$ cat src/rtl/sdram_access_ctrl.sv
// Runtime SDRAM command sequencer: single 32-bit word accesses as
// ACTIVE -> READ/WRITE with auto-precharge, plus periodic AUTO REFRESH.
// Device mode assumed: CAS 2, burst 2, sequential, 16-bit DQ.
module sdram_access_ctrl #(
  parameter int T_RCD            = 2,
  parameter int T_RP             = 2,
  parameter int T_RC             = 7,
  parameter int T_WR             = 2,
  parameter int CAS              = 2,
  parameter int REFRESH_INTERVAL = 780
) (
  input  logic        clk,
  input  logic        reset,
  input  logic        init_fin,
  input  logic        req_valid,
  output logic        req_ready,
  input  logic        req_we,
  input  logic [23:0] req_addr,
  input  logic [31:0] req_wdata,
  input  logic [3:0]  req_wmask,
  output logic        rsp_valid,
  output logic [31:0] rsp_rdata,
  output logic [12:0] DRAM_ADDR,
  output logic [1:0]  DRAM_BA,
  output logic        DRAM_CS_N,
  output logic        DRAM_RAS_N,
  output logic        DRAM_CAS_N,
  output logic        DRAM_WE_N,
  output logic        DRAM_LDQM,
  output logic        DRAM_UDQM,
  output logic [15:0] dq_out,
  output logic        dq_oe,
  input  logic [15:0] dq_in
);

  localparam int RW = $clog2(REFRESH_INTERVAL);
  localparam int TW = $clog2(T_RC + 1);
  localparam int CW = 4;

  localparam logic [RW-1:0] REF_LAST = RW'(REFRESH_INTERVAL - 1);
  localparam logic [TW-1:0] TRC_L    = TW'(T_RC - 1);
  localparam logic [CW-1:0] RCD_L    = CW'(T_RCD - 1);
  localparam logic [CW-1:0] WREC_L   = CW'(T_WR + T_RP);
  localparam logic [CW-1:0] CAS_C0   = CW'(CAS);
  localparam logic [CW-1:0] CAS_C1   = CW'(CAS + 1);
  localparam logic [CW-1:0] CAS_C2   = CW'(CAS + 2);

  localparam logic [3:0] CMD_NOP = 4'b0111;
  localparam logic [3:0] CMD_ACT = 4'b0011;
  localparam logic [3:0] CMD_RD  = 4'b0101;
  localparam logic [3:0] CMD_WR  = 4'b0100;
  localparam logic [3:0] CMD_REF = 4'b0001;

  typedef enum logic [2:0] {
    WAIT_INIT, IDLE, REFRESH, ACTIVATE, RW_CMD, READ_WAIT, WRITE_RECOVER
  } state_t;

  state_t        state;
  logic [3:0]    cmd;
  logic [1:0]    dqm;          // {UDQM, LDQM}
  logic [RW-1:0] ref_cnt;
  logic          ref_pending;
  logic [TW-1:0] trc_cnt;
  logic [CW-1:0] cnt;
  logic          we_q;
  logic [23:0]   addr_q;
  logic [31:0]   wdata_q;
  logic [3:0]    wmask_q;
  logic [15:0]   rd_lo;

  logic trc_done, ref_wrap, issue_ref;

  assign {DRAM_CS_N, DRAM_RAS_N, DRAM_CAS_N, DRAM_WE_N} = cmd;
  assign {DRAM_UDQM, DRAM_LDQM} = dqm;

  assign trc_done  = (trc_cnt == '0);
  assign ref_wrap  = (state != WAIT_INIT) && (ref_cnt == REF_LAST);
  assign issue_ref = (state == IDLE) && trc_done && ref_pending;
  // Refresh always wins over a waiting request, so ready drops while one is pending.
  assign req_ready = (state == IDLE) && !ref_pending && trc_done;

  // Refresh interval timer; starts once init has handed over the pins.
  always_ff @(posedge clk or posedge reset) begin
    if (reset) begin
      ref_cnt     <= '0;
      ref_pending <= 1'b0;
    end else begin
      if (state != WAIT_INIT) ref_cnt <= ref_wrap ? '0 : ref_cnt + 1'b1;
      // A wrap on the same cycle as the REFRESH issue re-arms the request.
      ref_pending <= (ref_pending && !issue_ref) || ref_wrap;
    end
  end

  // Command sequencer with registered pin outputs.
  always_ff @(posedge clk or posedge reset) begin
    if (reset) begin
      state     <= WAIT_INIT;
      cmd       <= CMD_NOP;
      DRAM_ADDR <= '0;
      DRAM_BA   <= '0;
      dqm       <= 2'b11;
      dq_oe     <= 1'b0;
      dq_out    <= '0;
      rsp_valid <= 1'b0;
      rsp_rdata <= '0;
      trc_cnt   <= '0;
      cnt       <= '0;
      we_q      <= 1'b0;
      addr_q    <= '0;
      wdata_q   <= '0;
      wmask_q   <= '0;
      rd_lo     <= '0;
    end else begin
      cmd       <= CMD_NOP;
      rsp_valid <= 1'b0;
      if (!trc_done) trc_cnt <= trc_cnt - 1'b1;
      case (state)
        WAIT_INIT: if (init_fin) state <= IDLE;
        IDLE: begin
          if (issue_ref) begin
            cmd       <= CMD_REF;
            DRAM_ADDR <= 13'h0400;
            trc_cnt   <= TRC_L;
            state     <= REFRESH;
          end else if (req_valid && req_ready) begin
            we_q      <= req_we;
            addr_q    <= req_addr;
            wdata_q   <= req_wdata;
            wmask_q   <= req_wmask;
            cmd       <= CMD_ACT;
            DRAM_ADDR <= req_addr[23:11];
            DRAM_BA   <= req_addr[10:9];
            trc_cnt   <= TRC_L;
            cnt       <= RCD_L;
            state     <= ACTIVATE;
          end
        end
        REFRESH: if (trc_done) state <= IDLE;
        ACTIVATE: begin
          if (cnt == '0) begin
            cmd       <= we_q ? CMD_WR : CMD_RD;
            DRAM_ADDR <= {2'b00, 1'b1, addr_q[8:0], 1'b0};
            if (we_q) begin
              dq_oe  <= 1'b1;
              dq_out <= wdata_q[15:0];
              dqm    <= ~wmask_q[1:0];
            end else begin
              dqm    <= 2'b00;
            end
            state <= RW_CMD;
          end else begin
            cnt <= cnt - 1'b1;
          end
        end
        RW_CMD: begin
          if (we_q) begin
            // Second beat of the burst carries the high halfword.
            dq_out <= wdata_q[31:16];
            dqm    <= ~wmask_q[3:2];
            cnt    <= WREC_L;
            state  <= WRITE_RECOVER;
          end else begin
            cnt   <= CW'(1);
            state <= READ_WAIT;
          end
        end
        READ_WAIT: begin
          // cnt tracks cycles since the READ command.
          cnt <= cnt + 1'b1;
          if (cnt == CAS_C0) begin
            rd_lo <= dq_in;
            dqm   <= 2'b11;
          end
          if (cnt == CAS_C1) begin
            rsp_valid <= 1'b1;
            rsp_rdata <= {dq_in, rd_lo};
          end
          if (cnt == CAS_C2) state <= IDLE;
        end
        WRITE_RECOVER: begin
          dq_oe  <= 1'b0;
          dq_out <= '0;
          dqm    <= 2'b11;
          if (cnt == '0) state <= IDLE;
          else           cnt   <= cnt - 1'b1;
        end
        default: state <= IDLE;
      endcase
    end
  end

endmodule
$ cat config.mk
export PLATFORM = sky130hd
export DESIGN_NAME = sdram_access_ctrl
export DESIGN_NICKNAME = d
export VERILOG_FILES = /design/src/rtl/sdram_access_ctrl.sv
export SDC_FILE = /design/constraint.sdc
export NUM_CORES = 1
export LEC_CHECK = 0
export CAP_MARGIN = 20
export CELL_PAD_IN_SITES_DETAIL_PLACEMENT = 0
export CELL_PAD_IN_SITES_GLOBAL_PLACEMENT = 1
export CORE_MARGIN = 2
export CORE_UTILIZATION = 36
export DETAILED_ROUTE_END_ITERATION = 7
export GPL_ROUTABILITY_DRIVEN = 0
export HOLD_SLACK_MARGIN = 0.15
export MAX_ROUTING_LAYER = met4
export PLACE_DENSITY_LB_ADDON = 0.1
export SLEW_MARGIN = 20
export SYNTH_ARGS = -nofsm -noshare
export SYNTH_HDL_FRONTEND = slang
export SYNTH_SLANG_ARGS = --single-unit
export TNS_END_PERCENT = 50
$ cat constraint.sdc
create_clock -name clk -period 7.85 [get_ports clk]
set_input_delay 2.355 -clock clk [delete_from_list [all_inputs] [get_ports clk]]
set_output_delay 2.355 -clock clk [all_outputs]
set_load 0.03 [all_outputs]
## Word level (Yosys, flattened, before mapping)

Index checks and enable logic that the tools add are counted.

| cells by class | value |
|---|---|
| $add $sub $neg | 4 |
| $mul | 0 |
| divide/modulo/power cells | 0 |
| order comparisons | 0 |
| equal/unequal tests | 22 |
| shift operators | 0 |
| multiplexer cells | 42 |
| bitwise operators | 3 |
| reductions and logical operators | 29 |

Operator list:

| cell | count |
|---|---|
| 2-to-1 mux 16 bit | 3 |
| case mux 16 bit (3 select lines) | 1 |
| 2-to-1 mux 3 bit | 14 |
| 2-to-1 mux 13 bit | 3 |
| case mux 13 bit (2 select lines) | 1 |
| case mux 3 bit (7 select lines) | 1 |
| != test 2 bit (second input constant) | 10 |
| case mux 4 bit (4 select lines) | 1 |
| 2-to-1 mux 2 bit | 6 |
| 2-to-1 mux 4 bit | 3 |
| AND reduction 4 bit | 3 |
| adder 10 x 1 -> 10 bit (second input constant) | 1 |
| == test 10 bit (second input constant) | 1 |
| 2-to-1 mux 10 bit | 1 |
| == test 3 bit (second input constant) | 3 |
| AND reduction 3 bit | 3 |
| == test 4 x 2 -> 1 bit (second input constant) | 2 |
| case mux 2 bit (4 select lines) | 1 |
| nonzero test 4 bit | 2 |
| logical AND 1 bit | 7 |
| == test 3 x 2 -> 1 bit (second input constant) | 2 |
| zero test 3 bit | 2 |
| case mux 3 bit (2 select lines) | 1 |
| AND reduction 6 bit | 1 |
| other kinds (18) | 27 |

| storage, ports and cells | value |
|---|---|
| register bits | 154 |
| latch bits | 0 |
| memory bits (writable) | 0 |
| ROM bits | 0 |
| input bits | 81 |
| output and inout port bits | 72 |
| logic and storage cells | 118 |
| memories kept | 0 |

## Logic depth before layout (Yosys ltp)

Gate-level depths: netlist of the first run.

| depth | value |
|---|---|
| depth after elaboration | 7 |
| mapped depth | 8 |
| mapped depth without buffers | 7 |

## Worst setup path after synthesis of the first run

OpenSTA, ideal clock, no wires.

| path | value |
|---|---|
| kind | register to output |
| start | register trc_cnt[0] |
| end | output port req_ready |
| arrival time | 1.339 ns |
| path slack | 4.156 ns |
| stages on the path, launching flop included | 5 |
| buffers on the path | 0 |
| path through | dfrtp_1 inv_1 ha_1 nand2b_1 nor4_2 |

| on the way | value |
|---|---|
| cells in the longest elaborated chain, start to end | 2 |

RTL lines:

| item | RTL line | text |
|---|---|---|
| start, declared | 63 | `logic [TW-1:0] trc_cnt;` |
| start signal, assigned | 116 | `if (!trc_done) trc_cnt <= trc_cnt - 1'b1;` |
| zero test 3 bit | 76 | `assign trc_done = (trc_cnt == '0);` |
| logical AND 1 bit | 80 | `assign req_ready = (state == IDLE) && !ref_pending && trc_done;` |
| end, declared | 16 | `output logic req_ready,` |

Every way passes these cells.

## Worst setup path after layout of the first run

| path | value |
|---|---|
| start | register state[0] |
| end | output port req_ready |

| on the way | value |
|---|---|
| cells in the longest elaborated chain, start to end | 3 |

RTL lines:

| item | RTL line | text |
|---|---|---|
| start, declared | 58 | `state_t state;` |
| start signal, assigned | 97 | `state <= WAIT_INIT;` |
| start signal, assigned | 118 | `WAIT_INIT: if (init_fin) state <= IDLE;` |
| start signal, assigned | 124 | `state <= REFRESH;` |
| == test 3 x 1 -> 1 bit | 80 |  |
| logical AND 1 bit (2 in a row) | 80 |  |

Every way passes these cells.

==> summary.md, run 1 <==
| Metric | Value |
|---|---|
| Status | `complete, no violations` |
| Clock-pin slew on the worst setup and hold paths | `about 70 ps` |
| Hold path start | `rsp_rdata[23]` |
| Post-synthesis cell area | `0.00674 sq mm` |
| Port buffer count | `151` |
| Final Hold Fails | `0` |
| Met2 WL post-DR | `~7.6 mm` |
| Crit-path max FO | `22` |
| Die span in x | `between 100 and 150 um` |
| DRC | `0` |
| Final setup fails | `0` |
| Area delta synth->final | `33.3%` |
| Post-synth EDFFs | `0` |
| Clock buffer depth | `2` |
| Clock skew | `approximately 7.5 ps` |
| Global Route Usage Sum | `about 16%` |
| Antenna Cells | `0` |
| Placed inst area | `between 0.008 and 0.009 sq mm` |
| Pwr dens | `slightly below 400 mW/mm^2` |
| First-pass GRT wire length | `24.7 mm` |
| Vias | `4435` |
| Core area | `0.0185 sq mm` |
| Dominant cell type by area after synthesis | `dfrtp_1` |
| CTS tree | `built` |
| Pre-CTS worst setup slack | `3370 ps` |
| Top routing layer in use | `met4` |
| Maximum VDD drop | `0.158 mV` |
| Starting Density | `between 30% and 40%` |
| Nets@finish | `about 750` |
| Max transition margin | `between 30% and 40%` |
| Critical Path Source Type | `register` |
| Inserted Clock Buffers | `17` |
| Final cycle utilization of the critical path | `between 60% and 70%` |
| DR iter-0 viols | `approximately 180` |
| Final Instance Area | `0.00898 sq mm` |
| Post-route ant nets | `0` |
| Sequential fraction of the synthesis area | `approximately 57%` |
| Top cells by instance count after synthesis | `dfrtp_1, mux2_2, nand2_1, o21ai_0, inv_1` |
| Total wire length | `14.9 mm` |
| Met3 wire length | `approximately 670 um` |
| Post-synth top area share | `55.0%` |
| Via-to-Cell Ratio | `roughly 4.9` |
| Ports | `approximately 150` |
| Slew Limit Fails | `0` |
| RSZ-0062 raised after global routing | `no` |
| H-tree depth | `4` |
| R2r startpoint | `state[1]` |
| MaxCap Viol Count | `0` |
| Synth top area cells | `dfrtp_1, mux2_2, nand2_1` |
| Tmin final | `~5000 ps` |
| Setup_tns | `0 ps` |
| Average size of a mapped cell | `13.1 sq um` |
| Layout fillers | `about 1700` |
| Worst EP required | `5500 ps` |
| Fraction of registers with async set/reset | `100%` |
| Routed len/inst | `16.4 um` |
| DP HPWL | `10.2 mm` |
| Post-CTS setup buffers | `0` |
| Warnings from Yosys | `0` |
| Synthesized flop and latch total | `153` |
| Die Footprint | `approximately 0.020 sq mm` |
| Pin count of the biggest net entering global routing | `slightly above 90` |
| Post-CTS sizing | `0` |
| HP Class | `reg -> reg` |
| Clock Tree Root | `clkbuf_16` |
| DRT met1 WL | `6.46 mm` |
| Total power | `3460 uW` |
| Top FF cell, synth | `dfrtp_1` |
| Fmax achieved | `around 200 MHz` |
| # hold bufs at CTS | `0` |
| Grt ovf | `0` |
| Rows | `50` |
| CP Capture Type | `output pin` |
| Post-Syn Nets | `between 600 and 700` |
| Slew @ Worst Pin | `roughly 1000 ps` |
| Setup ws final | `2940 ps` |
| Initial antenna violation count | `0` |
| CTS Sinks | `153` |
| Critical path class | `reg -> out` |
| Share of cells above drive strength 1 | `between 20% and 30%` |
| CP startpoint | `state[0]` |
| Arr. time, crit path | `~2600 ps` |
| Clock latency on the worst-skew pair | `420 ps` |
| Most frequent cell after synthesis | `dfrtp_1` |
| Total iterations of the first detailed-routing run | `4` |
| Die Ht | `between 100 and 150 um` |
| Mapped Cells | `between 500 and 600` |
| Yosys cell types | `63` |
| Vias in the first global route | `between 4000 and 5000` |
| LEAKAGE | `0.00403 uW` |
[layer usage]
metal	GRT usage, %	vias up
met5	-	-
met4	5.21	0
met3	3.97	12
met2	27.3	100
met1	19.4	2221
li1	-	2102
[cell families after synthesis]
kind of cell	Yosys count	share of synthesized area [%]
flip-flops	153	56.9
multiplexers	128	21.9
AND/OR/NAND/NOR	107	8.55
AO/OA/AOI/OAI	68	6.65
buffers and inverters	41	3.36
XOR/XNOR	10	1.30
adder cells (fa/ha/maj)	6	1.23
other	1	0.0557
[critical path, stage by stage (launching register included)]
cell	delay, ps
dfrtp_1	720
nand2b_1	300
nor4_2	370
clkdlybuf4s50_1	750
[placed cells by master (no fill, tap or decap), types with 7 or more instances in the layout]
cell | Yosys | final
mux2_4 | 10 | 10
dfrtp_1 | 148 | 148
o21ai_0 | 26 | 26
inv_6 | 0 | 9
nand2_1 | 53 | 52
clkbuf_16 | 0 | 17
mux2_2 | 110 | 110
xor2_1 | 7 | 7
a22o_1 | 9 | 9
clkdlybuf4s50_1 | 0 | 151
nor2_1 | 11 | 11
a21oi_1 | 9 | 9
inv_1 | 12 | 11
[registers in the layout, summed over array words and instances, names as in the netlist, 3 cells and up]
register / flops
wdata_q: 32
cmd: 3
cnt: 4
DRAM_ADDR: 13
rd_lo: 16
rsp_rdata: 32
trc_cnt: 3
addr_q: 9
ref_cnt: 10
dq_out: 16
state: 3
wmask_q: 4
[path summary, 6_finish.rpt]
path	endpoint	slack, ps	depth (start not counted)
worst max-delay path	req_ready	2940	3
worst min-delay path	rsp_rdata[23]	500	1
worst max register to register	cnt[3]	4380	7
worst min register to register	rsp_rdata[23]	500	1
max in group asynchronous	wmask_q[3]	4060	3
min in group asynchronous	rsp_rdata[29]	2490	2
[metrics by stage]
step	cells	hold slack, ps	util, %
floorplan	514	457	-
global placement	875	466	45.4
detailed placement	875	484	45.4
CTS	907	506	48.5
global route	907	512	48.5
finish	907	499	48.5
[final cells by class]
cell class	instances	area (sq um)	area share [%]
flip-flops and latches	153	3830	42.7
multi-input cells	320	2680	29.8
repair buffers	155	1540	17.2
clock buffers	17	425	4.74
well taps	234	293	3.26
clock inverters	15	153	1.70
inverters	13	53.8	0.599
[power by group]
group	switching (uW)	internal, uW
clock	358	450
sequential	232	1100
combinational	660	659
total	1250	2210
Note: power is estimated with default switching activity, not from simulation.
==> run 2, diff against run 1 <==
- clock period: 7.85 -> 4.3 ns (I/O delays scaled with it)
==> run 2 against run 1 <==
  * Worst setup slack worse by 2200 ps
  * Largest cell class unchanged
  * Critical path type unchanged
  * First-iteration DRC count is 14% higher
  * Sequential cell count stayed put
  * Cell area is 1.3% higher
  * Highest routed layer unchanged
  * Largest power group is now combinational logic
==> summary.md, run 2 (synthesized netlist as in run 1, its figures left out) <==
| Metric | Value |
|---|---|
| Post-CTS sizing | `0` |
| Slew Limit Fails | `0` |
| Total wire length | `approximately 15 mm` |
| DR iter-0 viols | `around 210` |
| Met2 WL post-DR | `a little over 7 mm` |
| Final cycle utilization of the critical path | `between 80 and 90%` |
| Starting Density | `between 30% and 40%` |
| DP HPWL | `roughly 10 mm` |
| Pre-CTS worst setup slack | `around 1100 ps` |
| Share of cells above drive strength 1 | `roughly 27%` |
| Vias in the first global route | `roughly 4700` |
| Critical Path Source Type | `register` |
| Final setup fails | `0` |
| # hold bufs at CTS | `0` |
| Area delta synth->final | `35.0%` |
| Status | `complete, no violations` |
| Final core utilization | `between 40 and 50%` |
| Port buffer count | `151` |
| Area of the multi-input gates | `between 0.002 and 0.003 sq mm` |
| Clock-pin slew on the worst setup and hold paths | `60 ps` |
| Layout fillers | `roughly 1600` |
| Via-to-Cell Ratio | `between 4 and 5` |
| Fmax achieved | `approximately 280 MHz` |
| Tmin final | `between 3000 and 4000 ps` |
| Initial antenna violation count | `0` |
| Seq. cell area | `approximately 0.0038 sq mm` |
| Vias | `4483` |
| MaxCap Viol Count | `0` |
| Rows | `50` |
| Top Registers | `rsp_rdata x32, wdata_q x32` |
| LEAKAGE | `0.00407 uW` |
| HP Class | `reg -> reg` |
| Pwr dens | `between 700 and 800 mW/mm^2` |
| Routed len/inst | `16.3 um` |
| Most frequent cells in the layout | `clkdlybuf4s50_1, dfrtp_1, mux2_2, nand2_1, o21ai_0` |
| Ports | `between 150 and 200` |
| CTS Sinks | `between 150 and 200` |
| CP Capture Type | `output pin` |
| DRT met1 WL | `roughly 6.7 mm` |
| Top routing layer in use | `met4` |
| Commonest non-fill, non-tap cell in the layout | `clkdlybuf4s50_1` |
| Die span in x | `141 um` |
| Total iterations of the first detailed-routing run | `4` |
| Nets@finish | `~750` |
| Critical path class | `reg -> out` |
| Final Hold Fails | `0` |
| Worst EP required | `3010 ps` |
| Die Footprint | `a little under 0.02 sq mm` |
| Max transition margin | `approximately a third` |
| RSZ-0062 raised after global routing | `no` |
| First-pass GRT wire length | `about 25 mm` |
| Slew @ Worst Pin | `1020 ps` |
| Global Route Usage Sum | `between 10% and 20%` |
| Clock skew | `about 9.7 ps` |
| Maximum VDD drop | `0.324 mV` |
| CTS tree | `built` |
| Clock buffer depth | `2` |
| Setup_tns | `0 ps` |
| Core area | `about 0.019 sq mm` |
| DRC | `0` |
| Post-CTS setup buffers | `0` |
| H-tree depth | `4` |
| Antenna Cells | `0` |
| Grt ovf | `0` |
| Clock Tree Root | `clkbuf_16` |
| Post-route ant nets | `0` |
| Met3 wire length | `about 800 um` |
| Crit-path max FO | `22` |
| Setup ws final | `approximately 740 ps` |
| Inserted Clock Buffers | `17` |
| Arr. time, crit path | `around 2300 ps` |
| Pin count of the biggest net entering global routing | `a little over 80` |
| Die Ht | `141 um` |
| Clock latency on the worst-skew pair | `420 ps` |
-- run 2: cell types whose count changed in the layout (fill, tap and decap cells not counted), sizes merged --
cell / delta
bufinv: +1
clkinv: +2
buf: +7
inv: -6
clkinvlp: +3
-- run 2: worst paths after layout --
| check | startpoint | to | slack, ps | depth (start not counted) |
|---|---|---|---|---|
| worst max-delay path | state[0] | req_ready | 740 | 4 |
| worst min-delay path | ref_cnt[5] | ref_cnt[5] | 490 | 1 |
| worst max register to register | state[0] | cnt[3] | 1480 | 9 |
| worst min register to register | ref_cnt[5] | ref_cnt[5] | 490 | 1 |
| max in group asynchronous | reset | wdata_q[19] | 2510 | 3 |
| min in group asynchronous | reset | rsp_rdata[5] | 1140 | 2 |
-- run 2: where the power goes --
group	leakage, uW	switching [uW]	internal [uW]
Combinational	0.00182	1290	1230
Sequential	0.00195	348	2020
Clock	0.000292	657	879
-- run 2: routing by layer --
layer | track usage, % | vias to the layer above
li1 | - | 2118
met1 | 20.3 | 2243
met2 | 25.8 | 109
met3 | 4.82 | 13
met4 | 5.05 | 0
met5 | - | -
-- run 2: cell type report --
class,count,area share (%)
flip-flops and latches,153,42.2
clock inverters,15,2.02
repair buffers,162,17.9
clock buffers,17,4.68
inverters,13,0.578
multi-input cells,320,29.4
well taps,234,3.22
-- run 2: through the flow --
step	total power (uW)	instances	area [sq um]	hold slack, ps
CTS	6500	913	9080	495
global route	6860	914	9090	512
finish	6420	914	9090	491
global placement	4870	881	8470	472
floorplan	4060	514	6740	457
detailed placement	4930	881	8470	481
-- run 2: critical path, stage by stage (launching register included) --
cell	delay, ps
dfrtp_1	320
buf_4	230
nand2b_1	200
nor4_2	340
clkdlybuf4s50_1	740
==> run 3, diff against run 2 <==
- clock period: 4.3 -> 3 ns (I/O delays scaled with it)
==> run 3 against run 2 <==
  * Clock power up 31%
  * Critical path type unchanged
  * Largest power group unchanged
  * Utilization about the same
  * Clock skew down 0.82 ps
  * Clock-buffer cell count up 2
==> summary.md, run 3 (synthesized netlist as in run 1, its figures left out) <==
| Metric | Value |
|---|---|
| Slew Limit Fails | `0` |
| Total iterations of the first detailed-routing run | `4` |
| CTS Sinks | `around 150` |
| Total power | `9050 uW` |
| Share of cells above drive strength 1 | `between 20 and 30%` |
| Routed len/inst | `between 15 and 20 um` |
| # hold bufs at CTS | `0` |
| Most frequent cells in the layout | `clkdlybuf4s50_1, dfrtp_1, mux2_2, nand2_1, o21ai_0` |
| Top Registers | `rsp_rdata x32, wdata_q x32` |
| LEAKAGE | `approximately 0.004 uW` |
| Total wire length | `between 10 and 15 mm` |
| Clock-pin slew on the worst setup and hold paths | `70 ps` |
| Clock latency on the worst-skew pair | `roughly 420 ps` |
| Post-CTS setup buffers | `0` |
| RSZ-0062 raised after global routing | `no` |
| Die Footprint | `0.0198 sq mm` |
| Worst EP required | `about 2100 ps` |
| H-tree depth | `4` |
| Crit-path max FO | `5` |
| Setup_tns | `0 ps` |
| Via-to-Cell Ratio | `just under 5` |
| Global Route Usage Sum | `between 15 and 20%` |
| Ports | `approximately 150` |
| Fmax achieved | `approximately 350 MHz` |
| Area delta synth->final | `35.1%` |
| Clock Tree Root | `clkbuf_16` |
| HP Class | `reg -> reg` |
| Arr. time, crit path | `1930 ps` |
| Rows | `50` |
| Clock skew | `approximately 8.9 ps` |
| DP HPWL | `between 10 and 15 mm` |
| Status | `complete, no violations` |
| Die span in x | `141 um` |
| Initial antenna violation count | `0` |
| Max transition margin | `about a third` |
| Slew @ Worst Pin | `roughly 990 ps` |
| CTS tree | `built` |
| Final cycle utilization of the critical path | `94.4%` |
| Maximum VDD drop | `just over 0.4 mV` |
| Port buffer count | `151` |
| Vias in the first global route | `approximately 4800` |
| Grt ovf | `0` |
| DR iter-0 viols | `148` |
| Post-route ant nets | `0` |
| DRC | `0` |
| MaxCap Viol Count | `0` |
| Vias | `roughly 4500` |
| Tmin final | `2830 ps` |
| Critical path class | `reg -> out` |
| Pin count of the biggest net entering global routing | `53` |
| Reg2Reg Depth | `5` |
| Clock buffer depth | `2` |
| Nets@finish | `760` |
| CP Capture Type | `output pin` |
| Antenna Cells | `0` |
| Pwr dens | `between 900 and 1000 mW/mm^2` |
| Final Hold Fails | `0` |
| Hold Crit Depth | `1` |
| First-pass GRT wire length | `about 25 mm` |
| Final core utilization | `between 40% and 50%` |
| Starting Density | `36.4%` |
| Commonest non-fill, non-tap cell in the layout | `clkdlybuf4s50_1` |
| Inserted Clock Buffers | `17` |
| Critical Path Source Type | `register` |
| Die Ht | `141 um` |
| Core area | `between 0.015 and 0.02 sq mm` |
| Final setup fails | `0` |
[run 3: cell count changes in the layout (fill, tap and decap cells not counted), moves of 2 or more]
cell,before,now
buf_4,8,13
buf_12,2,4
bufinv_16,2,0
clkinv_2,0,2
clkinv_4,4,2
[run 3: power breakdown]
part | total [uW] | switching, uW | leakage, uW | internal, uW
Clock | 2010 | 905 | 0.000269 | 1100
Sequential | 3400 | 511 | 0.00195 | 2890
Combinational | 3640 | 1830 | 0.00187 | 1810
[run 3: worst paths after layout]
check                              start             to  slack (ps)
min reg2reg                rsp_rdata[27]  rsp_rdata[27]         490
min in group asynchronous          reset     ref_cnt[2]         850
min                        rsp_rdata[27]  rsp_rdata[27]         490
max                           trc_cnt[0]      req_ready         170
max reg2reg                     state[1]      dq_out[2]         670
max in group asynchronous          reset         cmd[0]        1510
[run 3: what timing repair did]
item | CTS | global route
gates cloned | 0 | 0
endpoints found under the setup margin | 1 | 1
resized for setup | 1 | 2
pin swaps | 0 | 0
[run 3: layout make-up]
cell class / instances / area [sq um]
clock buffers: 19 / 443
repair buffers: 168 / 1690
well taps: 234 / 293
clock inverters: 13 / 109
inverters: 13 / 52.6
flip-flops and latches: 153 / 3830
multi-input cells: 320 / 2680
fillers: 1651 / 9420
[run 3: metrics by stage]
stage | hold slack [ps] | cell area, sq um | cells | worst slack (ps)
detailed placement | 484 | 8550 | 888 | 271
global route | 518 | 9100 | 920 | 4.95
CTS | 499 | 9100 | 920 | 93.1
global placement | 470 | 8550 | 888 | 302
finish | 491 | 9100 | 920 | 167
floorplan | 457 | 6740 | 514 | 173
[run 3: metal layers]
| layer | share of wire (%) | GRT usage [%] | wire [um] | up-vias |
|---|---|---|---|---|
| li1 | - | - | - | 2137 |
| met1 | 46 | 20.7 | 6790 | 2210 |
| met2 | 48 | 25.7 | 7040 | 99 |
| met3 | 5.1 | 4.35 | 759 | 17 |
| met4 | 1.3 | 5.05 | 197 | 0 |
| met5 | 0 | - | 0 | - |
[run 3: worst max-delay path, cell delays in order, from the launching register on]
cell and delay, ps:
dfrtp_1 390, inv_1 90, ha_1 230, nand2b_1 140, nor4_2 240, dlygate4sd1_1 430
